===== src/rtl/demux_stream_pkg.sv =====
// Shared types and constants for the demux_stream stream demultiplexer.
// Imported by the top level and the per-channel slot.
package demux_stream_pkg;

  localparam logic SLOT_EMPTY = 1'b0;
  localparam logic SLOT_FULL  = 1'b1;

  // How the word currently offered by the producer is routed.
  typedef enum logic [1:0] {
    MODE_UNICAST = 2'd0,
    MODE_BCAST   = 2'd1,
    MODE_DROP    = 2'd2
  } mode_e;

endpackage


===== src/rtl/demux_stream_out_slot.sv =====
// One-entry registered output slot: a data register plus its valid bit.
// A load wins over a drain, so a slot can drain and refill on the same edge.
module out_slot
  import demux_stream_pkg::*;
#(
  parameter int W = 16
) (
  input  logic         clk,
  input  logic         rst,
  input  logic         load,
  input  logic [W-1:0] load_data,
  input  logic         drain,
  output logic [W-1:0] out_data,
  output logic         out_valid,
  output logic         free
);

  logic [W-1:0] data_q, data_d;
  logic         valid_q, valid_d;

  always_comb begin
    // NOTE: every combinational output gets a default first, so no path leaves it unassigned (no latch).
    data_d  = data_q;
    valid_d = valid_q;
    if (load) begin
      data_d  = load_data;
      valid_d = SLOT_FULL;
    end else if (drain) begin
      valid_d = SLOT_EMPTY;
    end
  end

  // NOTE: state registers use non-blocking assignments only; blocking here would race other flops.
  always_ff @(posedge clk or posedge rst) begin
    if (rst) begin
      data_q  <= '0;
      valid_q <= SLOT_EMPTY;
    end else begin
      data_q  <= data_d;
      valid_q <= valid_d;
    end
  end

  assign out_data  = data_q;
  assign out_valid = valid_q;
  assign free      = !valid_q || drain;

endmodule


===== src/rtl/demux_stream.sv =====
// N-way valid/ready stream demultiplexer with per-channel slots, broadcast mode,
// a sticky out-of-range select flag and a wrapping accepted-word counter.
module demux_stream
  import demux_stream_pkg::*;
#(
  parameter int W  = 16,
  parameter int N  = 4,
  parameter int SW = $clog2(N),
  parameter int CW = 16
) (
  input  logic            clk,
  input  logic            rst,
  input  logic [W-1:0]    in_data,
  input  logic [SW-1:0]   in_select,
  input  logic            in_bcast,
  input  logic            in_valid,
  output logic            in_ready,
  output logic [N*W-1:0]  out_data,
  output logic [N-1:0]    out_valid,
  input  logic [N-1:0]    out_ready,
  output logic            err_sel,
  output logic [CW-1:0]   acc_count
);

  localparam logic [SW:0] N_LIMIT = (SW+1)'(N);

  mode_e         mode;
  logic [N-1:0]  slot_free;
  logic [N-1:0]  slot_load;
  logic          accept;
  logic          err_q, err_d;
  logic [CW-1:0] count_q, count_d;

  always_comb begin
    mode = MODE_DROP;
    if (in_bcast) begin
      mode = MODE_BCAST;
    end else if ({1'b0, in_select} < N_LIMIT) begin
      mode = MODE_UNICAST;
    end
  end

  // in_ready depends only on slot state, select and mode, never on in_valid.
  always_comb begin
    in_ready = 1'b0;
    case (mode)
      MODE_BCAST:   in_ready = &slot_free;
      MODE_UNICAST: in_ready = slot_free[in_select];
      default:      in_ready = 1'b1;
    endcase
    if (rst) begin
      in_ready = 1'b0;
    end
  end

  always_comb begin
    accept    = in_valid && in_ready;
    slot_load = '0;
    for (int i = 0; i < N; i++) begin
      slot_load[i] = accept && ((mode == MODE_BCAST) ||
                                (mode == MODE_UNICAST && in_select == SW'(i)));
    end
  end

  always_comb begin
    err_d   = err_q;
    count_d = count_q;
    if (accept) begin
      if (mode == MODE_DROP) begin
        err_d = 1'b1;
      end else begin
        count_d = count_q + CW'(1);
      end
    end
  end

  always_ff @(posedge clk or posedge rst) begin
    if (rst) begin
      err_q   <= 1'b0;
      count_q <= '0;
    end else begin
      err_q   <= err_d;
      count_q <= count_d;
    end
  end

  assign err_sel   = err_q;
  assign acc_count = count_q;

  for (genvar i = 0; i < N; i++) begin : g_slot
    out_slot #(.W(W)) u_slot (
      .clk       (clk),
      .rst       (rst),
      .load      (slot_load[i]),
      .load_data (in_data),
      .drain     (out_ready[i]),
      .out_data  (out_data[i*W +: W]),
      .out_valid (out_valid[i]),
      .free      (slot_free[i])
    );
  end

endmodule

===== config.mk =====
export PLATFORM = sky130hd
export DESIGN_NAME = demux_stream
export DESIGN_NICKNAME = d
export VERILOG_FILES = /design/src/rtl/demux_stream_pkg.sv /design/src/rtl/demux_stream_out_slot.sv /design/src/rtl/demux_stream.sv
export SDC_FILE = /design/constraint.sdc
export NUM_CORES = 1
export LEC_CHECK = 0
export BUFFER_PORTS_ARGS = -buffer_cell sky130_fd_sc_hd__buf_2
export CAP_MARGIN = 20
export CORE_MARGIN = 1.5
export CORE_UTILIZATION = 54
export DETAILED_ROUTE_END_ITERATION = 8
export GPL_TIMING_DRIVEN = 1
export PLACE_DENSITY = 0.95
export SYNTH_ARGS = -nofsm -noshare
export SYNTH_HDL_FRONTEND = slang
export SYNTH_SLANG_ARGS = --single-unit

===== constraint.sdc =====
create_clock -name clk -period 6.6 [get_ports clk]
set_input_delay 0.99 -clock clk [delete_from_list [all_inputs] [get_ports clk]]
set_output_delay 0.99 -clock clk [all_outputs]
set_load 0.01 [all_outputs]

Word-level counts from Yosys, hierarchy flattened. Cells that the tools add are included.

Add/sub/neg operators: 1. $mul: 0. Div/mod/pow operators: 0. Magnitude comparators: 1. Equal/unequal tests: 5. Shift-type cells: 0. Multiplexer cells: 13. Bitwise gates (word level): 1. Reductions and logical operators: 30.

Operators with widths (number): adder 16 x 1 -> 16 bit (second input constant) (1); 2-to-1 mux 1 bit (11); logical AND 1 bit (9); logical OR 1 bit (8); nonzero test 2 bit (4); equality test 2 bit (second input constant) (3); equality test 2 x 1 -> 1 bit (second input constant) (2); logical NOT 1 bit (4); logical NOT 2 bit (2); AND reduction 2 bit (2); AND reduction 4 bit (1); < comparator 2 x 3 -> 1 bit (second input constant) (1); binary-select mux 1 bit (select 2 bit) (1); case mux 1 bit (2 select lines) (1); NOT 1 bit (1).

Register bits after elaboration: 85. Bits in latches: 0. Memory bits (writable): 0. ROM bits: 0. Word-level logic and storage cells: 61. Memories: 0.

Depth between registers and ports, before layout. Gate-level depths: netlist (run 1).

Depth after elaboration: 9. Mapped depth: 9.

By module. Synthesis (run 1) repeated with hierarchy kept, for this count alone.

Cells, all modules: 240. Area, all modules: 3628.5 µm².

By module, submodules not included: out_slot (times used 4, cells each 38, area each 686.9 µm², sequential area each 425.4 µm²); demux_stream (times used 1, cells each 88, area each 880.8 µm², sequential area each 400.4 µm²).

Worst setup path after synthesis (run 1). Ideal clock, no wire load.

Kind: input to output. Start point: input in_select[1]. End point: output in_ready. Data arrival time: 1.832 ns. Data required time: 5.610 ns. Path slack: 3.778 ns. Stages: 6. Path through: a21oi_2 > nor2_1 > a211oi_2 > nand2_2 > inv_2 > buf_2.

Word-level cells in the longest chain between the ends: 4.

RTL lines: start: declaration (line demux_stream.sv:14) `input logic [SW-1:0] in_select,`; binary-select mux 1 bit (select 2 bit) (line demux_stream.sv:48) `MODE_UNICAST: in_ready = slot_free[in_select];`; 2-to-1 mux 1 bit (not written as such) (line demux_stream.sv:48); case mux 1 bit (2 select lines) (line demux_stream.sv:46) `case (mode)`; 2-to-1 mux 1 bit (line demux_stream.sv:51) `if (rst) begin`; end: declaration (line demux_stream.sv:17) `output logic in_ready,`.

No other way between the ends. The select of a mux whose other input is x is not followed.

Final worst setup path (run 1). Same ends and word-level chain as after synthesis.

==> impl_results.md, run 1 <==
- Clock buffer depth: 2
- Latest clock arrival within the worst-skew pair: 330 ps
- Avg Vias per Cell: 5.31
- Post-CTS sizing: 0
- Final wirelength: 7.04 mm
- Run status: completed
- Post-Syn Area: approximately 3400 um^2
- Cell accounting for the most synthesized area: dfrtp_1
- CP Buf/Inv Count: 3
- Hold Crit Endpoint: acc_count[15]$_DFFE_PP0P_
- Worst Reg2Reg Path Length in Cells: 6
- Commonest non-fill, non-tap cell in the layout: buf_2
- Area share of the largest cell type after synthesis: 0.615
- Max cap viols: 0
- Crit path largest cell delay: 260 ps
- Crit Path Category: primary input to output port
- Gate power share: 0.258
- Initial core utilization: 0.567
- CTS tree: done
- Core area: 6030 um^2
- DRC errors left: 0
- # port buffers: 110
- Worst slack at placement: 3200 ps
- Hold WS: 471 ps
- Largest net degree at the start of global routing: 48
- CP Data Required Time: 5610 ps
- Area Growth Syn to Fin: 21.7%
- Setup TNS Final: 0 ps
- Sw frac: 0.308
- Leak pwr: between 0.002 and 0.0025 uW
- Setup crit end kind: output port
- Clk pwr share: 0.246
- Peak supply drop: 0.228 mV
- Ranking of synthesized cells by area: dfrtp_1, mux2_1, xnor2_1
- Worst-path clk slew: approximately 80 ps
- Die X: roughly 83 um
- Final-report setup violation count: 0
- Gr busiest metal: met2
- Sequential share of the synthesized area: 0.615
- Post-Syn Instances: 235
- Post-DRT Antenna Nets: 0
- Seq cells post-synth: 84
- Max-slew violations: 0
- Hold path start: acc_count[15]$_DFFE_PP0P_
- P_sw: 448 uW
- Iter 0 DRT Violations: 58
- Top delay family on crit path: buffers and inverters
- Cells along the critical path: buf_2 -> a21oi_2 -> nor2_1 -> a211oi_2 -> nand2_2 -> inv_2 -> buf_2
- Row cnt: 28
- Startpoint Class: primary input
- Vias in the first global route: roughly 2200
- Overflow after GRT: 0
- Hold buffer count at cts: 0
- Final Hold Vio Count: 0
- Grt met2 use: 0.368
- Clk_skew: between 10 and 15 ps
- Placed cell area: 3960 um^2
- CP arrival: about 2200 ps
- Met3 usage: 0.0747
- Reg2Reg Setup Slack: around 4000 ps
- Reg-to-reg endpoint: g_slot[0].u_slot.out_data[0]$_DFFE_PP0P_
- Final net count: 370
- PwrDens: 349 nW/um^2
- Global routing usage on met1: 0.275
- Unique masters post-synth: 34
- Slew headroom: 0.354
- Worst-margin pin slew: 966 ps
- WHS Path Cells: 1
- Total number of vias: 2242
- Synth warn: 0
- CTS Root Cell: clkbuf_8
- CP max-delay cell: a21oi_2
- Global-route wire length before repair: 11.0 mm
- Worst Path Max Fanout: 13
- Ports: 112
- Total CTS buffers: 9
- Main synth FF type: dfrtp_1
- Sequential power share: 0.496
- Die area: 6820 um^2
- Wirelength per Cell: 16.7 um
- Fmax: 312 MHz
- Syn_nets: 262
- RSZ-0062 raised after global routing: false
- Final period util: 0.485
- Ratio of cells with drive above 1 in the final layout: 0.395
- Syn avg cell area: 14.5 um^2
- First-pass DRT Iterations: 4
- Post-synth EDFFs: 0
- Worst path most repeated cell: buf_2
- Fin crit period: about 3200 ps
- Worst r2r src: g_slot[1].u_slot.out_valid$_DFFE_PP0P_
- Ys async rst share: 1.00
- Final instance area: 4160 um^2
- Antenna violations before repair: 0
- Die H: 82.6 um
- Placed wire-length estimate: 5.17 mm
- Internal: 1010 uW
- Commonest cells after routing, fill and taps aside: buf_2, dfrtp_1, mux2_1
- Hold WC Path Type: flop to flop
- Gpl congestion: 0.841
- GRT Overall Usage: 0.221
- ANT cells: 0
- Clk sink count: 84
- Post-CTS Setup Bufs: 0
- CTS HTree Levels: 3
- # fillers: between 400 and 500
- Final WS setup: 3400 ps
-- flip-flops by register name (all words and copies together), names as in the netlist --
name / cells
g_slot.u_slot.out_valid: 4
acc_count: 16
g_slot.u_slot.out_data: 64
-- kinds of logic after synthesis --
| family | share of synthesized area |
|---|---|
| AO/OA/AOI/OAI | 0.0190 |
| adder cells (fa/ha/maj) | 0.00366 |
| flip-flops | 0.615 |
| buffers and inverters | 0.0399 |
| multiplexers | 0.214 |
| other | 0.00110 |
| XOR/XNOR | 0.0384 |
| AND/OR/NAND/NOR | 0.0688 |
-- worst register-to-register path, stage by stage (launching register included) --
cell,delay [ps]
dfrtp_1,400
nor2b_1,160
a211oi_2,200
nand2_2,170
inv_2,220
and3_1,810
mux2_1,420
-- worst max-delay path by stage --
| stage | cells after the start | to | startpoint |
|---|---|---|---|
| 5_1_grt | 7 | in_ready | in_select[0] |
| 3_3_place_gp | 8 | g_slot[0].u_slot.out_data[1]$_DFFE_PP0P_ | in_select[1] |
| 2_1_floorplan | 1 | acc_count[0]$_DFFE_PP0P_ | rst |
| 6_report | 7 | in_ready | in_select[1] |
| 3_5_place_dp | 8 | g_slot[0].u_slot.out_data[0]$_DFFE_PP0P_ | in_select[1] |
| 4_1_cts | 7 | in_ready | in_select[1] |
-- layout make-up --
cell class | count | area [um^2] | area share
Clock inverter | 5 | 62.6 | 0.0150
Timing Repair Buffer | 111 | 558 | 0.134
Inverter | 7 | 27.5 | 0.00661
Tap cell | 75 | 93.8 | 0.0225
Multi-Input combinational cell | 130 | 1180 | 0.284
Sequential cell | 84 | 2100 | 0.505
Clock buffer | 10 | 138 | 0.0331
-- metrics by stage --
stage,cells,power [uW],util
6_report,422,1450,0.691
5_1_grt,422,1530,0.691
4_1_cts,422,1470,0.691
3_5_place_dp,407,1110,0.657
3_3_place_gp,407,1080,0.657
2_1_floorplan,235,925,-
-- routing by layer --
metal  part of all wire  vias to the layer above
met4             0.0072                        0
met2               0.50                       73
li1                   -                     1030
met5                  0                        -
met1               0.42                     1133
met3              0.073                        6
-- Yosys cell counts, types with 2 or more instances --
library cell and count:
dfrtp_1 84, mux2_1 61, xnor2_1 11, buf_4 9, nand3_1 7, and3_1 6, inv_1 5, nand4_1 5
mux2_2 4, nor2_1 4, xor2_1 4, buf_6 3, nand2_1 3, nor3_1 3, a21o_1 2, and2_1 2
inv_2 2, nor2b_1 2, o21bai_1 2, or2_1 2
-- power groups by stage --
stage	Clock, uW	Sequential, uW	Combinational [uW]
after global placement	0	721	361
after detailed placement	0	731	379
after floorplan	0	785	140
after CTS	365	721	381
after global routing	383	740	412
final	358	721	375
Note: power is estimated with default switching activity, not from simulation.
==> run 2: changes to the inputs <==
--- a/config.mk
+++ b/config.mk
@@ -8,10 +8,10 @@
 export BUFFER_PORTS_ARGS = -buffer_cell sky130_fd_sc_hd__buf_2
 export CAP_MARGIN = 20
 export CORE_MARGIN = 1.5
-export CORE_UTILIZATION = 54
+export CORE_UTILIZATION = 50
 export DETAILED_ROUTE_END_ITERATION = 8
 export GPL_TIMING_DRIVEN = 1
-export PLACE_DENSITY = 0.95
+export PLACE_DENSITY = 0.91
 export SYNTH_ARGS = -nofsm -noshare
 export SYNTH_HDL_FRONTEND = slang
 export SYNTH_SLANG_ARGS = --single-unit
==> constraint.sdc (replaced) <==
create_clock -name clk -period 3.05 [get_ports clk]
set_input_delay 0.4575 -clock clk [delete_from_list [all_inputs] [get_ports clk]]
set_output_delay 0.4575 -clock clk [all_outputs]
set_load 0.01 [all_outputs]
==> impl_results.md, run 2 (same netlist as run 1, synthesis figures left out) <==
- Setup crit end kind: output port (unchanged)
- # port buffers: 110 (unchanged)
- Commonest cells after routing, fill and taps aside: buf_2, dfrtp_1, mux2_1 (unchanged)
- Die X: 85.7 um (was 82.6 um)
- Die H: 85.7 um (was 82.6 um)
- Hold WS: 237 ps (was 471 ps)
- Avg Vias per Cell: 5.31 (about the same)
- CTS HTree Levels: 3 (unchanged)
- Clk sink count: 84 (unchanged)
- Final net count: 375 (was 370)
- Max FFs per register: 64 (unchanged)
- Peak supply drop: 0.409 mV (was 0.228 mV)
- Final wirelength: 7.13 mm (was 7.04 mm)
- First-pass DRT Iterations: 4 (unchanged)
- Placed cells: 414 (was 407)
- Post-CTS Setup Bufs: 0 (unchanged)
- Worst-margin pin slew: 713 ps (was 966 ps)
- DRC errors left: 0 (unchanged)
- Slew headroom: 0.524 (was 0.354)
- Core area: 6490 um^2 (was 6030 um^2)
- Latest clock arrival within the worst-skew pair: 340 ps (was 330 ps)
- Overflow after GRT: 0 (unchanged)
- Vias in the first global route: 2303 (was 2248)
- Clock buffer depth: 2 (unchanged)
- Fmax: 471 MHz
- RSZ-0062 raised after global routing: false (unchanged)
- Worst Path Max Fanout: 13 (unchanged)
- CTS tree: done (unchanged)
- Hold buffer count at cts: 0 (unchanged)
- Global-route wire length before repair: 11.4 mm (was 11.0 mm)
- Total number of vias: 2282 (was 2242)
- PwrDens: 762 nW/um^2 (was 349 nW/um^2)
- Run status: completed (unchanged)
- Commonest non-fill, non-tap cell in the layout: buf_2 (unchanged)
- GRT Overall Usage: 0.203 (was 0.221)
- Post-CTS sizing: 0 (unchanged)
- Area Growth Syn to Fin: 23.8% (was 21.7%)
- Iter 0 DRT Violations: 90 (was 58)
- Post-route insts no fill: 430 (was 422)
- Total CTS buffers: 9 (unchanged)
- CP arrival: 1670 ps (was 2210 ps)
- Worst-path clk slew: 90 ps (was 80 ps)
- Reg2Reg Setup Slack: 980 ps (was 4110 ps)
- Post-DRT Antenna Nets: 0 (unchanged)
- Setup TNS Final: 0 ps (unchanged)
- Max cap viols: 0 (unchanged)
- Initial core utilization: 0.526 (was 0.567)
- Clk_skew: 10.8 ps (was 12.0 ps)
- Final Hold Vio Count: 0 (unchanged)
- Die area: 7340 um^2 (was 6820 um^2)
- Placed wire-length estimate: 5.06 mm (was 5.17 mm)
- Hold WC Path Type: primary input to async pin (was flop to flop)
- Startpoint Class: primary input (unchanged)
- Row cnt: 29 (was 28)
- # fillers: 477 (was 440)
- Antenna violations before repair: 0 (unchanged)
- CP Data Required Time: 2590 ps (was 5610 ps)
- CTS Root Cell: clkbuf_8 (unchanged)
- Largest net degree at the start of global routing: 46 (was 48)
- Ports: 112 (unchanged)
- Fin crit period: 2120 ps
- Wirelength per Cell: 16.6 um (was 16.7 um)
- Max-slew violations: 0 (unchanged)
- Final-report setup violation count: 0 (unchanged)
- Leak pwr: 0.00210 uW (was 0.00206 uW)
- Worst Reg2Reg Path Length in Cells: 8 (was 6)
- Ratio of cells with drive above 1 in the final layout: 0.399 (was 0.395)
- ANT cells: 0 (unchanged)
- Final period util: 0.696
- Gpl congestion: 0.871 (was 0.841)
- Crit Path Category: primary input to output port (unchanged)
[run 2: metrics by stage]
stage | power, uW | cell area, um^2 | util | setup slack (ps)
2_1_floorplan | 2000 | 3420 | - | 427
3_3_place_gp | 2350 | 4010 | 0.618 | 727
3_5_place_dp | 2400 | 4010 | 0.618 | 633
4_1_cts | 3260 | 4230 | 0.652 | 923
5_1_grt | 3400 | 4230 | 0.652 | 833
6_report | 3220 | 4230 | 0.652 | 927
[run 2: worst max-delay path: stages]
cell and delay (ps):
buf_2 120, a21oi_2 240, nor2_1 110, a211oi_2 180, nand2_2 160, inv_2 220
buf_2 180
[run 2: worst paths after layout]
kind                                                        start                                   endpoint
hold / removal                                                rst     g_slot[3].u_slot.out_valid$_DFFE_PP0P_
setup reg to reg           g_slot[3].u_slot.out_valid$_DFFE_PP0P_  g_slot[0].u_slot.out_data[11]$_DFFE_PP0P_
hold reg to reg                         acc_count[15]$_DFFE_PP0P_                  acc_count[15]$_DFFE_PP0P_
min in group clk                                       in_data[8]   g_slot[3].u_slot.out_data[8]$_DFFE_PP0P_
max in group asynchronous                                     rst                   acc_count[0]$_DFFE_PP0P_
setup / recovery                                     in_select[0]                                   in_ready
[run 2: area by class of cell]
| type | count | area [um^2] | share of cell area |
|---|---|---|---|
| Clock buffer | 12 | 145 | 0.0343 |
| Clock inverter | 4 | 72.6 | 0.0171 |
| Multi-Input combinational cell | 130 | 1180 | 0.279 |
| Sequential cell | 84 | 2100 | 0.497 |
| Tap cell | 77 | 96.3 | 0.0228 |
| Inverter | 7 | 27.5 | 0.00651 |
| Timing Repair Buffer | 116 | 608 | 0.144 |
[run 2: power breakdown]
part           switching [uW]  leakage, uW  internal, uW
clock                     373     0.000107           483
sequential                167      0.00102          1400
combinational             417     0.000977           389
total                     956      0.00210          2270
[run 2: per-layer routing]
layer | vias to the layer above | GRT usage | routed length, um
li1 | 1034 | - | -
met1 | 1138 | 0.274 | 3230
met2 | 102 | 0.315 | 3330
met3 | 8 | 0.0481 | 476
met4 | 0 | 0.0909 | 92
met5 | - | 0 | 0
